`config.mk`:
```
export PLATFORM = sky130hd
export DESIGN_NAME = spi_main
export DESIGN_NICKNAME = d
export VERILOG_FILES = /design/src/rtl/spi_main.sv
export SDC_FILE = /design/constraint.sdc
export NUM_CORES = 1
export LEC_CHECK = 0
export CAP_MARGIN = 10
export CORE_UTILIZATION = 57
export DETAILED_ROUTE_END_ITERATION = 10
export HOLD_SLACK_MARGIN = 0.06
export PLACE_DENSITY = 0.86
export REMOVE_ABC_BUFFERS = 1
export SKIP_LAST_GASP = 1
export SLEW_MARGIN = 30
export SYNTH_ARGS = -nofsm -noshare
export SYNTH_HDL_FRONTEND = slang
export SYNTH_SLANG_ARGS = --single-unit
```
`constraint.sdc`:
```
create_clock -name clk -period 4.5 [get_ports clk]
set_input_delay 0.675 -clock clk [delete_from_list [all_inputs] [get_ports clk]]
set_output_delay 0.675 -clock clk [all_outputs]
set_load 0.005 [all_outputs]
```
`src/rtl/spi_main.sv`:
```
// SPI mode-0 controller: shifts one WordBits-wide word out MSB first on sck/out_bit
// while capturing the secondary's reply from in_bit; cs may be held across words.
module spi_main #(
    parameter int unsigned WordBits = 8,
    parameter int unsigned ClkDiv   = 4
) (
    input  logic                clk,
    input  logic                rst_n,
    input  logic                start,
    input  logic [WordBits-1:0] tx_word,
    input  logic                hold_cs,
    output logic                busy,
    output logic                done,
    output logic [WordBits-1:0] rx_word,
    output logic                sck,
    output logic                out_bit,
    input  logic                in_bit,
    output logic                cs
);

    localparam int unsigned DivW = $clog2(ClkDiv);
    localparam int unsigned BitW = $clog2(WordBits + 1);
    localparam logic [DivW-1:0] DivLast = DivW'(ClkDiv - 1);
    localparam logic [BitW-1:0] BitLast = BitW'(WordBits - 1);

    typedef enum logic [2:0] {
        IDLE,
        LEAD,
        HIGH,
        LOW,
        TRAIL
    } state_t;

    state_t              state;
    logic [DivW-1:0]     div_cnt;
    logic [BitW-1:0]     bit_cnt;
    logic [WordBits-1:0] tx_sh;
    logic [WordBits-1:0] rx_sh;
    logic                hold_q;
    logic                div_end_c;

    assign div_end_c = (div_cnt == DivLast);

    // Every non-idle phase lasts exactly ClkDiv cycles; the FSM acts on the last one.
    always_ff @(posedge clk or negedge rst_n) begin
        if (!rst_n) begin
            state   <= IDLE;
            div_cnt <= '0;
            bit_cnt <= '0;
            tx_sh   <= '0;
            rx_sh   <= '0;
            hold_q  <= 1'b0;
            busy    <= 1'b0;
            done    <= 1'b0;
            rx_word <= '0;
            sck     <= 1'b0;
            out_bit <= 1'b0;
            cs      <= 1'b1;
        end else begin
            done <= 1'b0;
            if (state != IDLE) begin
                div_cnt <= div_end_c ? '0 : div_cnt + DivW'(1);
            end
            case (state)
                IDLE: begin
                    if (start) begin
                        tx_sh   <= tx_word;
                        out_bit <= tx_word[WordBits-1];
                        cs      <= 1'b0;
                        busy    <= 1'b1;
                        hold_q  <= hold_cs;
                        div_cnt <= '0;
                        bit_cnt <= '0;
                        state   <= LEAD;
                    end else if (!cs && !hold_cs) begin
                        cs <= 1'b1;
                    end
                end
                LEAD: begin
                    if (div_end_c) begin
                        sck   <= 1'b1;
                        state <= HIGH;
                    end
                end
                HIGH: begin
                    // Falling sck: capture the reply bit, then present the next data bit.
                    if (div_end_c) begin
                        sck     <= 1'b0;
                        rx_sh   <= {rx_sh[WordBits-2:0], in_bit};
                        bit_cnt <= bit_cnt + BitW'(1);
                        if (bit_cnt == BitLast) begin
                            state <= TRAIL;
                        end else begin
                            tx_sh   <= tx_sh << 1;
                            out_bit <= tx_sh[WordBits-2];
                            state   <= LOW;
                        end
                    end
                end
                LOW: begin
                    if (div_end_c) begin
                        sck   <= 1'b1;
                        state <= HIGH;
                    end
                end
                TRAIL: begin
                    if (div_end_c) begin
                        rx_word <= rx_sh;
                        done    <= 1'b1;
                        busy    <= 1'b0;
                        cs      <= !hold_q;
                        state   <= IDLE;
                    end
                end
                default: begin
                    state <= IDLE;
                end
            endcase
        end
    end

endmodule

```
==> results.json <==
{
  "antenna_found_initial": 0,
  "dr.pass1.iters": 7,
  "core_area_um2": 2805,
  "worst_pin_slew_ps": 592.2,
  "fin_crit_sh_pct": 47.88,
  "max_stage_delay_ps": 530,
  "grt_setup_unrepaired": "false",
  "fill_cells": 211,
  "crit_buf_inv": 0,
  "path_clk_slew_ps": 110,
  "port_buffers": 25,
  "period_needed_ps": 2154,
  "cts_root_buf": "clkbuf_4",
  "yosys_register_bits": 38,
  "synth-edff-count": 0,
  "layout_commonest_cell": "dfrtp_1",
  "overflow": 0,
  "p_sw_uw": 364.6,
  "ys.flop_type": "dfrtp_1",
  "cp.required_ps": 4760,
  "io_pins": 26,
  "ir_worst_vdd_v": 0.0003757,
  "placed_cells": 177,
  "p_clk_share_pct": 14.8,
  "num_vias": 1099,
  "drc": 2,
  "slew_headroom_pct": 60.22,
  "wl_um": 2966,
  "power.density_nw_per_um2": 549.8,
  "layoutNonFillerInstCount": 184,
  "die_h_um": 56.78,
  "final_nets": 168,
  "synth_area_leader_cell": "dfrtp_1",
  "drt_iter0_drc": 80,
  "hpwl_um": 2061,
  "yosys-top-cells-area": "dfrtp_1 54%, mux2_2 21%, buf_2 1.8%",
  "die-area_um2": 3224,
  "numCtsBuffers": 5,
  "postCtsHoldBufs": 0,
  "syn_area_per_cell_um2": 13.57,
  "clkLatencyLatePin_ps": 340,
  "slew_viol_final": 0,
  "crit_family": "simple AND/OR/NAND/NOR gates",
  "synthArstFlopShare_pct": 100.0,
  "cp.arrival_ps": 2410,
  "place_congestion": 0.7892,
  "violations": "design-rule violations",
  "setup_tns_ps": 0,
  "worstPathCellList": "ha_1, nand4bb_1, or3_1, a21boi_0",
  "worstSetupPathType": "reg -> reg",
  "multi_input_area_um2": 701.9,
  "insertedDiodeCount": 0,
  "numClockSinks": 38,
  "rows": 19,
  "status": "finished with violations",
  "cap_violations": 0,
  "grt_pass1_vias": 1143,
  "crit_path_start_kind": "flop",
  "p_leak_uw": 0.0008908,
  "regArea_um2": 952.2,
  "syn2layout_area_growth_pct": 18.36,
  "finalHoldViolCount": 0,
  "yosys_warnings": 0,
  "intPower_uw": 748.4,
  "post_drt_via_cell_ratio": 5.973,
  "final_cell_mix": "37 x dfrtp_1, 32 x mux2_2, 25 x clkdlybuf4s50_1, 7 x inv_1",
  "post-cts-setup-buffers": 0,
  "setup_viol": 0,
  "ys_types": 34,
  "antenna_left": 0,
  "wl_per_cell_um": 16.12,
  "drive_above_1_share_pct": 30.07,
  "cts_buffer_depth": 2,
  "grt_start_max_net_pins": 39,
  "synth_area_um2": 1710,
  "cts_tree": "done",
  "cts-resized-gates": 0,
  "grt.total_usage_pct": 21.52,
  "hold_class": "reg -> reg",
  "fin_skew_ps": 11.39,
  "p_seq_share_pct": 50.3,
  "die-width_um": 56.78,
  "max_freq_mhz": 464.2,
  "start_util_pct": 60.97,
  "ys_seq_area_share_pct": 55.67,
  "endpoint_kind": "flop",
  "critPathMaxFanout": 12,
  "synthCells": 126,
  "swShare_pct": 32.76,
  "h-tree-depth": 2,
  "p_comb_share_pct": 34.9,
  "crit_slowest_cell": "nand4bb_1",
  "synth_top_cell_area_share_pct": 54.13,
  "grt_pass1_wl_um": 5195
}
-- synthesized netlist by cell type, types with 2 or more instances --
master and n:
buf_2 6, inv_1 7, nand3b_1 3, nor2_1 5, mux2i_1 2, o21ai_0 4, mux2_2 32, dfrtp_1 37
nand4_1 2, nor2b_1 3, ha_1 2
-- logic make-up (layout without fill, tap and decap cells) --
family	Yosys count	count (layout)	synth area share, %
buf+inv	13	40	3.292
flops	38	38	55.67
mux	34	34	22.24
compound gates	13	13	5.560
fa+ha+maj	2	2	1.463
simple gates	26	26	11.78
-- registers in the layout (all words and copies together), names as in the netlist --
name,flops
state,3
busy,1
div_cnt,2
tx_sh,7
out_bit,1
bit_cnt,4
done,1
rx_word,8
hold_q,1
sck,1
cs,1
rx_sh,8
-- path summary, 6_finish.rpt --
check	start	endpoint	slack (ps)	depth (start not counted)
worst max-delay path	div_cnt[0]	bit_cnt[3]	2350	4
worst min-delay path	sck	sck	500	1
worst max register to register	div_cnt[0]	bit_cnt[3]	2350	4
worst min register to register	sck	sck	500	1
max in group asynchronous	rst_n	cs	3410	2
min in group asynchronous	rst_n	div_cnt[1]	740	2
-- worst register-to-register path, cell delays in order (launching register included) --
cell and delay [ps]:
dfrtp_1 400, ha_1 410, nand4bb_1 530, or3_1 530, a21boi_0 210
-- power by group through the flow --
stage               clock network (uW)  logic (uW)  registers, uW
floorplan                            0         298            537
global placement                     0         370            555
detailed placement                   0         394            565
CTS                                171         394            560
global route                       182         427            578
finish                             165         388            560
-- cell type report --
| cell class | count | area share (%) |
|---|---|---|
| sequential | 38 | 47.03 |
| clock buffer | 5 | 1.854 |
| inverter | 7 | 1.298 |
| tap | 31 | 1.916 |
| timing repair buffer | 26 | 12.73 |
| clock inverter | 2 | 0.4944 |
| multi-input combinational | 75 | 34.67 |
-- routing by layer --
metal	wire length (um)	vias to the layer above	track usage, %
met5	0	-	0
met4	61	0	9.756
met3	156	8	5.069
met2	1555	37	35.88
met1	1193	546	26.64
li1	-	508	-
-- through the flow --
step	total power [uW]	area [um2]	util (%)	setup WS, ps	hold WS [ps]
3_5_place_dp	959.0	1977	70.47	2016	483.0
2_1_floorplan	835.0	1680	-	2688	379.4
5_1_grt	1187	2024	72.17	2181	531.5
6_report	1113	2024	72.17	2346	498.4
4_1_cts	1124	2024	72.17	2352	507.0
3_3_place_gp	924.8	1977	70.47	2082	475.7
(Power assumes the default switching activity.)
